==> config.mk <==
export PLATFORM = sky130hd
export DESIGN_NAME = bank_cmd_arbiter
export DESIGN_NICKNAME = d
export VERILOG_FILES = /design/src/rtl/bank_cmd_arbiter_pkg.sv /design/src/rtl/bank_cmd_arbiter_rr_chooser.sv /design/src/rtl/bank_cmd_arbiter.sv
export SDC_FILE = /design/constraint.sdc
export NUM_CORES = 1
export LEC_CHECK = 0
export BUFFER_PORTS_ARGS = -buffer_cell sky130_fd_sc_hd__buf_2
export CAP_MARGIN = 20
export CORE_MARGIN = 2
export CORE_UTILIZATION = 50
export DETAILED_ROUTE_END_ITERATION = 8
export GPL_TIMING_DRIVEN = 0
export PLACE_DENSITY = 0.86
export RECOVER_POWER = 100
export SKIP_CTS_REPAIR_TIMING = 1
export SYNTH_ARGS = -nofsm -noshare
export SYNTH_HDL_FRONTEND = slang
export SYNTH_SLANG_ARGS = --single-unit
==> constraint.sdc <==
create_clock -name sys_clk -period 7.5 [get_ports sys_clk]
set_input_delay 0 -clock sys_clk [delete_from_list [all_inputs] [get_ports sys_clk]]
set_output_delay 0 -clock sys_clk [all_outputs]
set_load 0.02 [all_outputs]
==> src/rtl/bank_cmd_arbiter_pkg.sv <==
// Shared types and defaults for the DRAM command-port arbiter.
// Holds the direction/turnaround state encoding and command-class decode.
package bank_cmd_arbiter_pkg;

    typedef enum logic [2:0] {
        ST_READ    = 3'd0,
        ST_RTW     = 3'd1,
        ST_WRITE   = 3'd2,
        ST_WTR     = 3'd3,
        ST_REFRESH = 3'd4
    } arb_state_t;

    localparam int DEFAULT_READ_TIME  = 32;
    localparam int DEFAULT_WRITE_TIME = 16;
    localparam int DEFAULT_TRTW       = 2;
    localparam int DEFAULT_TWTR       = 4;
    localparam int DEFAULT_TRRD       = 2;

    function automatic logic is_act(input logic is_cmd, input logic ras,
                                    input logic cas, input logic we);
        return is_cmd & ras & ~cas & ~we;
    endfunction

endpackage

==> src/rtl/bank_cmd_arbiter_rr_chooser.sv <==
// Round-robin chooser: first requester at or after last+1, wrapping.
// N must be a power of two so the index arithmetic wraps naturally.
module rr_chooser #(
    parameter int N = 8,
    localparam int IW = (N > 1) ? $clog2(N) : 1
) (
    input  logic          sys_clk,
    input  logic          sys_rst,
    input  logic          ce,
    input  logic [N-1:0]  req,
    output logic [N-1:0]  grant,
    output logic [IW-1:0] idx,
    output logic          any
);

    logic [IW-1:0] last;

    always_ff @(posedge sys_clk or posedge sys_rst) begin
        if (sys_rst) begin
            last <= IW'(N - 1);
        end else if (ce && any) begin
            last <= idx;
        end
    end

    // k == N wraps to last itself, so the previous winner is checked last.
    always_comb begin
        logic [IW-1:0] cand;
        grant = '0;
        idx   = '0;
        any   = 1'b0;
        cand  = '0;
        for (int k = 1; k <= N; k++) begin
            cand = last + IW'(k);
            if (!any && req[cand]) begin
                any = 1'b1;
                idx = cand;
            end
        end
        grant[idx] = any;
    end

endmodule

==> src/rtl/bank_cmd_arbiter.sv <==
// Arbitrates bank machine commands and refresh onto the single PHY command slot,
// batching reads/writes with bounded starvation, turnaround gaps and tRRD spacing.
module bank_cmd_arbiter
    import bank_cmd_arbiter_pkg::*;
#(
    parameter int BABITS     = 3,
    parameter int ABITS      = 14,
    parameter int READ_TIME  = DEFAULT_READ_TIME,
    parameter int WRITE_TIME = DEFAULT_WRITE_TIME,
    parameter int TRTW       = DEFAULT_TRTW,
    parameter int TWTR       = DEFAULT_TWTR,
    parameter int TRRD       = DEFAULT_TRRD,
    localparam int NBANKS    = 2 ** BABITS
) (
    input  logic                    sys_clk,
    input  logic                    sys_rst,
    input  logic [NBANKS-1:0]       bm_cmd_valid,
    output logic [NBANKS-1:0]       bm_cmd_ready,
    input  logic [NBANKS*ABITS-1:0] bm_cmd_a,
    input  logic [NBANKS-1:0]       bm_cmd_cas,
    input  logic [NBANKS-1:0]       bm_cmd_ras,
    input  logic [NBANKS-1:0]       bm_cmd_we,
    input  logic [NBANKS-1:0]       bm_cmd_is_cmd,
    input  logic [NBANKS-1:0]       bm_cmd_is_read,
    input  logic [NBANKS-1:0]       bm_cmd_is_write,
    input  logic                    ref_valid,
    output logic                    ref_ready,
    input  logic [ABITS-1:0]        ref_a,
    input  logic                    ref_cas,
    input  logic                    ref_ras,
    input  logic                    ref_we,
    output logic                    out_valid,
    input  logic                    out_ready,
    output logic [ABITS-1:0]        out_a,
    output logic [BABITS-1:0]       out_ba,
    output logic                    out_cas,
    output logic                    out_ras,
    output logic                    out_we,
    output logic                    out_is_read,
    output logic                    out_is_write
);

    localparam int BUD_MAX = (READ_TIME > WRITE_TIME) ? READ_TIME : WRITE_TIME;
    localparam int TRN_MAX = (TRTW > TWTR) ? TRTW : TWTR;
    localparam int BUD_W   = $clog2(BUD_MAX + 1);
    localparam int TRN_W   = $clog2(TRN_MAX + 1);
    localparam int TRRD_W  = $clog2(TRRD + 1);

    arb_state_t          state, state_nxt;
    logic [BUD_W-1:0]    budget;
    logic [TRN_W-1:0]    turn;
    logic [TRRD_W-1:0]   trrd;
    logic [NBANKS-1:0]   elig, grant;
    logic [BABITS-1:0]   gidx;
    logic                any_elig, rd_pend, wr_pend;
    logic                sel_act, bank_accept, act_accept;

    assign rd_pend     = |(bm_cmd_valid & bm_cmd_is_read);
    assign wr_pend     = |(bm_cmd_valid & bm_cmd_is_write);
    assign bank_accept = out_valid & out_ready & (state != ST_REFRESH);
    assign act_accept  = bank_accept & sel_act;

    always_comb begin
        elig = '0;
        for (int i = 0; i < NBANKS; i++) begin
            case (state)
                ST_READ:        elig[i] = bm_cmd_is_cmd[i] | bm_cmd_is_read[i];
                ST_WRITE:       elig[i] = bm_cmd_is_cmd[i] | bm_cmd_is_write[i];
                ST_RTW, ST_WTR: elig[i] = bm_cmd_is_cmd[i];
                default:        elig[i] = 1'b0;
            endcase
            if (trrd != '0 && is_act(bm_cmd_is_cmd[i], bm_cmd_ras[i], bm_cmd_cas[i], bm_cmd_we[i]))
                elig[i] = 1'b0;
            elig[i] = elig[i] & bm_cmd_valid[i];
        end
    end

    rr_chooser #(.N(NBANKS)) u_chooser (
        .sys_clk (sys_clk),
        .sys_rst (sys_rst),
        .ce      (bank_accept),
        .req     (elig),
        .grant   (grant),
        .idx     (gidx),
        .any     (any_elig)
    );

    always_ff @(posedge sys_clk or posedge sys_rst) begin
        if (sys_rst) state <= ST_READ;
        else         state <= state_nxt;
    end

    // Refresh preempts every other state; banks still win the cycle it is seen.
    always_comb begin
        state_nxt = state;
        if (state != ST_REFRESH && ref_valid) begin
            state_nxt = ST_REFRESH;
        end else begin
            case (state)
                ST_READ:    if (wr_pend && (!rd_pend || budget == '0)) state_nxt = ST_RTW;
                ST_WRITE:   if (rd_pend && (!wr_pend || budget == '0)) state_nxt = ST_WTR;
                ST_RTW:     if (turn == '0) state_nxt = ST_WRITE;
                ST_WTR:     if (turn == '0) state_nxt = ST_READ;
                ST_REFRESH: if (ref_valid && out_ready) state_nxt = ST_READ;
                default:    state_nxt = ST_READ;
            endcase
        end
    end

    always_comb begin
        out_valid    = 1'b0;
        out_a        = '0;
        out_ba       = '0;
        out_cas      = 1'b0;
        out_ras      = 1'b0;
        out_we       = 1'b0;
        out_is_read  = 1'b0;
        out_is_write = 1'b0;
        ref_ready    = 1'b0;
        bm_cmd_ready = '0;
        sel_act      = 1'b0;
        if (state == ST_REFRESH) begin
            out_valid = ref_valid;
            out_a     = ref_a;
            out_cas   = ref_cas;
            out_ras   = ref_ras;
            out_we    = ref_we;
            ref_ready = out_ready;
        end else begin
            out_valid    = any_elig;
            out_ba       = gidx;
            bm_cmd_ready = grant & {NBANKS{out_ready}};
            for (int i = 0; i < NBANKS; i++) begin
                if (grant[i]) begin
                    out_a        = bm_cmd_a[i*ABITS +: ABITS];
                    out_cas      = bm_cmd_cas[i];
                    out_ras      = bm_cmd_ras[i];
                    out_we       = bm_cmd_we[i];
                    out_is_read  = bm_cmd_is_read[i];
                    out_is_write = bm_cmd_is_write[i];
                    sel_act      = is_act(bm_cmd_is_cmd[i], bm_cmd_ras[i], bm_cmd_cas[i], bm_cmd_we[i]);
                end
            end
        end
    end

    // Budget reloads on direction entry, drains only while the other side waits.
    always_ff @(posedge sys_clk or posedge sys_rst) begin
        if (sys_rst) begin
            budget <= BUD_W'(READ_TIME);
        end else if (state_nxt == ST_READ && state != ST_READ) begin
            budget <= BUD_W'(READ_TIME);
        end else if (state_nxt == ST_WRITE && state != ST_WRITE) begin
            budget <= BUD_W'(WRITE_TIME);
        end else if (((state == ST_READ && wr_pend) || (state == ST_WRITE && rd_pend))
                     && budget != '0) begin
            budget <= budget - BUD_W'(1);
        end
    end

    always_ff @(posedge sys_clk or posedge sys_rst) begin
        if (sys_rst) begin
            turn <= '0;
        end else if (state_nxt == ST_RTW && state != ST_RTW) begin
            turn <= TRN_W'(TRTW - 1);
        end else if (state_nxt == ST_WTR && state != ST_WTR) begin
            turn <= TRN_W'(TWTR - 1);
        end else if (turn != '0) begin
            turn <= turn - TRN_W'(1);
        end
    end

    always_ff @(posedge sys_clk or posedge sys_rst) begin
        if (sys_rst) begin
            trrd <= '0;
        end else if (act_accept) begin
            trrd <= TRRD_W'(TRRD - 1);
        end else if (trrd != '0) begin
            trrd <= trrd - TRRD_W'(1);
        end
    end

endmodule

# After elaboration in Yosys (flattened, before gate mapping)
# Index checks and enable logic that the tools add are counted.
# word_totals
ff_bits	17
latch_bits	0
mem_bits_rw	0
romBits	0
input_bits	189
out_inout_bits	32
word_cells	293
mem_count	0
# classes
addsub	10
mul	0
div_mod_pow	0
order_cmp	10
n_eq_ne	11
shifts	0
n_mux	132
n_bitwise	71
reduce_logical	54
# op_table
op	n
$mux W14	9
$mux W1	81
$mux W3	18
$lt A3 B4 Y1 const B	9
$and A1 B1 Y1	35
$and A8 B8 Y8	4
$logic_and A1 B1 Y1	28
$bmux W1 S3	8
$pmux W1 S3	8
$mux W6	3
$not A1 Y1	16
$or A1 B1 Y1	16
$reduce_or A8 Y1	2
$pmux W3 S5	1
$add A3 B3 Y3 const B	4
$eq A3 B2 Y1 const B	4
$reduce_bool A3 Y1	4
$logic_not A1 Y1	9
$logic_not A3 Y1	3
$mux W8	1
$add A3 B2 Y3 const B	2
$eq A3 B1 Y1 const B	2
$logic_not A6 Y1	1
$ne A3 B2 Y1 const B	2
14 further kinds	18

# Logic depth before layout (Yosys ltp)
# logic_depth
ltp_word	46
ltp_mapped	17
ltp_nobuf	15

# Cells and area by module
# Synthesis repeated with hierarchy kept, for this count alone.
# unflattened
hier_cells	580
area_unflattened_um2	4360.4
# modules_own_cells
module	n_inst	cells_per_inst	area_per_inst_um2	seq_area_each_um2
bank_cmd_arbiter	1	449	3046.7	351.6
rr_chooser	1	131	1313.8	78.8

# Worst setup path before layout
# No wires, ideal clock.
# synth_path
path_kind	flip-flop to output port
startpoint	register u_chooser.last[1]
endpoint	output bm_cmd_ready[6]
t_arrival_ns	4.418
required_ns	7.500
setup_slack_ns	3.082
stages_incl_launch_ff	15
n_path_buf	4
path_cell_list	dfstp_2 > clkbuf_1 > inv_1 > ha_1 > clkbuf_1 > clkinv_1 > o32ai_1 > o211a_1 > o21ai_0 > and4b_1 > nor2_2 > clkinv_1 > clkbuf_1 > clkbuf_1 > nor4_1
# synth_between
elab_chain_len	32
word_cells_on_any_way	61
classes_between	7 x add/sub; 2 x order compare; 35 x mux; 2 x bitwise; 15 x reduce/logical
# synth_lines
item	line	source
from (decl)	bank_cmd_arbiter_rr_chooser.sv:16	logic [IW-1:0] last;
from (signal assigned)	bank_cmd_arbiter_rr_chooser.sv:20	last <= IW'(N - 1);
from (signal assigned)	bank_cmd_arbiter_rr_chooser.sv:22	last <= idx;
$add A3 B1 Y3	bank_cmd_arbiter_rr_chooser.sv:34	cand = last + IW'(k);
$bmux W1 S3	bank_cmd_arbiter_rr_chooser.sv:35	if (!any && req[cand]) begin
$mux W1 (not written as such)	bank_cmd_arbiter_rr_chooser.sv:35	
$mux W1	bank_cmd_arbiter_rr_chooser.sv:35	
$logic_not A1 Y1	bank_cmd_arbiter_rr_chooser.sv:35	
$logic_and A1 B1 Y1	bank_cmd_arbiter_rr_chooser.sv:35	
$mux W1	bank_cmd_arbiter_rr_chooser.sv:35	
$logic_not A1 Y1	bank_cmd_arbiter_rr_chooser.sv:35	
[... 16 more ...]	-	
$mux W3	bank_cmd_arbiter_rr_chooser.sv:35	
$lt A3 B4 Y1 (not written as such) or $ge A3 B1 Y1 (tied branches)	bank_cmd_arbiter_rr_chooser.sv:40	grant[idx] = any;
$logic_and A1 B1 Y1 (not written as such)	bank_cmd_arbiter_rr_chooser.sv:40	
$mux W1 (not written as such)	bank_cmd_arbiter_rr_chooser.sv:40	
$demux W1 S3	-	
$and A8 B8 Y8 (no source line) (*)	-	
$and A8 B8 Y8 (*)	bank_cmd_arbiter.sv:132	bm_cmd_ready = grant & {NBANKS{out_ready}};
$mux W8 (*)	bank_cmd_arbiter.sv:122	if (state == ST_REFRESH) begin
to (decl)	bank_cmd_arbiter.sv:18	output logic [NBANKS-1:0] bm_cmd_ready,
# Mark *: on every way between the ends. The rest lies on a longest branch, timed or not. The select of a mux whose other input is x is not followed.

# Worst setup path after layout
# layout_path
startpoint	register u_chooser.last[1]
endpoint	output out_we
# layout_between
elab_chain_len	39
word_cells_on_any_way	68
classes_between	7 x add/sub; 2 x order compare; 43 x mux; 1 x bitwise; 15 x reduce/logical
# layout_lines
item	line	source
$add A3 B1 Y3	bank_cmd_arbiter_rr_chooser.sv:34	
$bmux W1 S3	bank_cmd_arbiter_rr_chooser.sv:35	
$mux W1 (not written as such)	bank_cmd_arbiter_rr_chooser.sv:35	
$mux W1	bank_cmd_arbiter_rr_chooser.sv:35	
$logic_not A1 Y1	bank_cmd_arbiter_rr_chooser.sv:35	
$logic_and A1 B1 Y1	bank_cmd_arbiter_rr_chooser.sv:35	
$mux W1	bank_cmd_arbiter_rr_chooser.sv:35	
$logic_not A1 Y1	bank_cmd_arbiter_rr_chooser.sv:35	
[... 17 more ...]	-	
$lt A3 B4 Y1 (not written as such) or $ge A3 B1 Y1 (tied branches)	bank_cmd_arbiter_rr_chooser.sv:40	
$logic_and A1 B1 Y1 (not written as such)	bank_cmd_arbiter_rr_chooser.sv:40	
$mux W1 (not written as such)	bank_cmd_arbiter_rr_chooser.sv:40	
$demux W1 S3	-	
$and A8 B8 Y8 (no source line) (*)	-	
$mux W1 (7 in series)	bank_cmd_arbiter.sv:134	if (grant[i]) begin
$mux W1 (*)	bank_cmd_arbiter.sv:134	
$mux W1 (*)	bank_cmd_arbiter.sv:122	
to (decl)	bank_cmd_arbiter.sv:38	output logic out_we,
# Marks and branches as above.

==> flow_summary.yaml <==
outcome:
  status: "finished, final reports clean"
yosys:
  synth_top_flop_cell: "dfrtp_1"
  syn_area_per_cell_um2: 6.51
  synth_seq_cells: 17
  synth_top_area_frac: 0.112
  synthMuxAreaShare: 0.0416
  synthTopCellsByCount: "nand2_1 (126), nor2_1 (84), nor3_1 (35)"
  synth_most_common_cell: "nand2_1"
  yosysWarnings: 0
  async_flop_share: 1.00
  synth-compound-area-share: 0.383
  synth_top_family_by_area: "compound AO/OA/AOI/OAI gates"
  yosys-top-cells-area: "nand2_1 (11%), dfrtp_1 (7.7%), nor2_1 (7.4%), a31oi_1 (4.9%), nor3_1 (4.1%)"
  synth-adder-area-share: 0.0230
  synth_largest_area_cell: "nand2_1"
  synth_cell_type_count: 78
  yosys.area_share.simple: 0.365
  synth_nets: 847
  synth_edf_count: 0
  netlist_instances: 651
  syn_area_um2: 4240
  synth-xor-area-share: 0.0207
  seq_area_frac_synth: 0.102
global_routing:
  grt_pass1_wl_um: 30600
  antenna_found_initial: 1
  grt_max_degree: 18
  grt_pass1_vias: 6064
  grt_use_total: 0.431
  grt_overflow_total: 0
clocking:
  path_clk_slew_ns: 0.08
  htreeDepth: 1
  clockBufferDepth: 2
  cts_tree: "yes"
  root_buffer: "clkbuf_8"
  cts_buffers: 3
  clkLatencyLatePin_ns: 0.26
  cts_sinks: 17
floorplanning:
  initial_core_util: 0.516
  core_um2: 8220
  ioPinCount: 221
  die_h_um: 96.1
  die_w_um: 96.1
  dieArea_um2: 9230
  rows: 33
routing:
  drt_iter0_markers: 869
  routed_wl_um: 20900
  drtPass1Iterations: 9
  drc_errors: 0
  post_drt_via_cell_ratio: 6.75
  routedWlPerCell_um: 21.3
  ant_nets: 0
  vias: 6624
timing:
  fin_tns_setup_ns: 0
  min_period_ns: 6.14
  finalCritPeriodShare: 0.819
  fin_ws_ns: 1.36
  rsz0062_at_grt: "no"
  fmax_mhz: 163
  drv_slew: 0
  tightestPinTransition_ns: 0.815
  setup_viol: 0
  slew_headroom: 0.454
  fin_hold_ws_ns: 0.0500
  hold_viol: 0
  fin_skew_ns: 0.00902
critical_path:
  crit_path_end_kind: "primary output"
  ff2ff_path_depth: 15
  critPathLaunchType: "flip-flop"
  critPathArrivalTime_ns: 6.14
  critical_path_class: "reg -> out"
  r2r_slack_ns: 2.02
  worstPathRequired_ns: 7.50
  crit_fanout: 10
  reg2reg_to: "trrd[0]"
  rr_startpoint: "u_chooser.last[1]"
hold_path:
  hold_path_startpoint: "ref_valid"
  worstHoldPathCells: 2
  hold_path_end: "state[1]"
  hp-class: "in -> reg"
flow_run:
  drv_cap: 0
cells_and_area:
  syn_to_final_growth_pct: 29.5
  nets: 1073
  drive_gt1_frac: 0.273
placement:
  place.detailed.hpwl_um: 17200
  portBuffers: 220
  dp_slack_ns: 2.14
  finalWeightedCongestion: 1.06
state kept, by name, indices dropped and copies added (netlist names):
signal / cells
u_chooser.last: 3
budget: 6
turn: 3
state: 3
trrd: 2
stage by stage:
step                area [um2]  instances  utilization
floorplan                 4240        651            -
global placement          5470        976        0.666
detailed placement        5470        976        0.666
CTS                       5510        980        0.671
global route              5490        982        0.668
finish                    5490        982        0.668
metal layers:
metal	track usage	wire length, um	up-vias
li1	-	-	2951
met1	0.539	7560	2979
met2	0.696	9560	572
met3	0.0807	2490	122
met4	0.235	1320	0
met5	0	0	-
worst max-delay path by stage:
stage	endpoint	from	cells past startpoint
CTS	out_a[10]	u_chooser.last[1]	18
detailed placement	out_a[10]	u_chooser.last[1]	18
global route	out_ras	u_chooser.last[1]	15
global placement	out_a[10]	u_chooser.last[1]	17
floorplan	bm_cmd_ready[6]	u_chooser.last[1]	14
finish	out_we	u_chooser.last[1]	15
worst max-delay path, stage by stage, from the launching register on:
cell and delay (ns):
dfstp_1 0.58, clkbuf_1 0.40, inv_1 0.20, ha_1 0.32, clkbuf_1 0.29, clkinv_1 0.38, o32ai_1 0.71, o211a_1 0.23
o21ai_0 0.11, and4b_1 0.26, nor2_1 0.55, clkbuf_1 0.50, clkbuf_1 0.53, mux2i_1 0.19, a221oi_2 0.31, clkbuf_1 0.32
placed cells by master, fill, tap and decap left out, types with 15 or more instances in the layout:
cell type / synthesis / final
clkbuf_1: 31 / 64
a222oi_1: 15 / 15
a21oi_1: 23 / 23
a211oi_1: 20 / 20
o21ai_0: 28 / 28
buf_2: 10 / 200
nor3_1: 35 / 35
a22oi_1: 15 / 15
a31oi_1: 33 / 33
nand2_1: 126 / 126
nor2_1: 84 / 85
nor4_1: 19 / 19
kinds of logic after synthesis:
family          Yosys count
compound gates          212
xor+xnor                 10
fa+ha+maj                 8
buf+inv                  65
flops                    17
mux                      16
simple gates            323
area by class of cell:
class	count	area, um2
fillers	803	2730
multi-input cells	569	3530
plain buffers	50	215
diodes	1	2.50
well taps	105	131
flip-flops and latches	17	430
inverters	15	56.3
clock buffers	4	45.0
repair buffers	221	1080
Power is left out: the tool's default activity adds up to more than one toggle a clock period on the data nets, which glitch-free logic cannot reach.
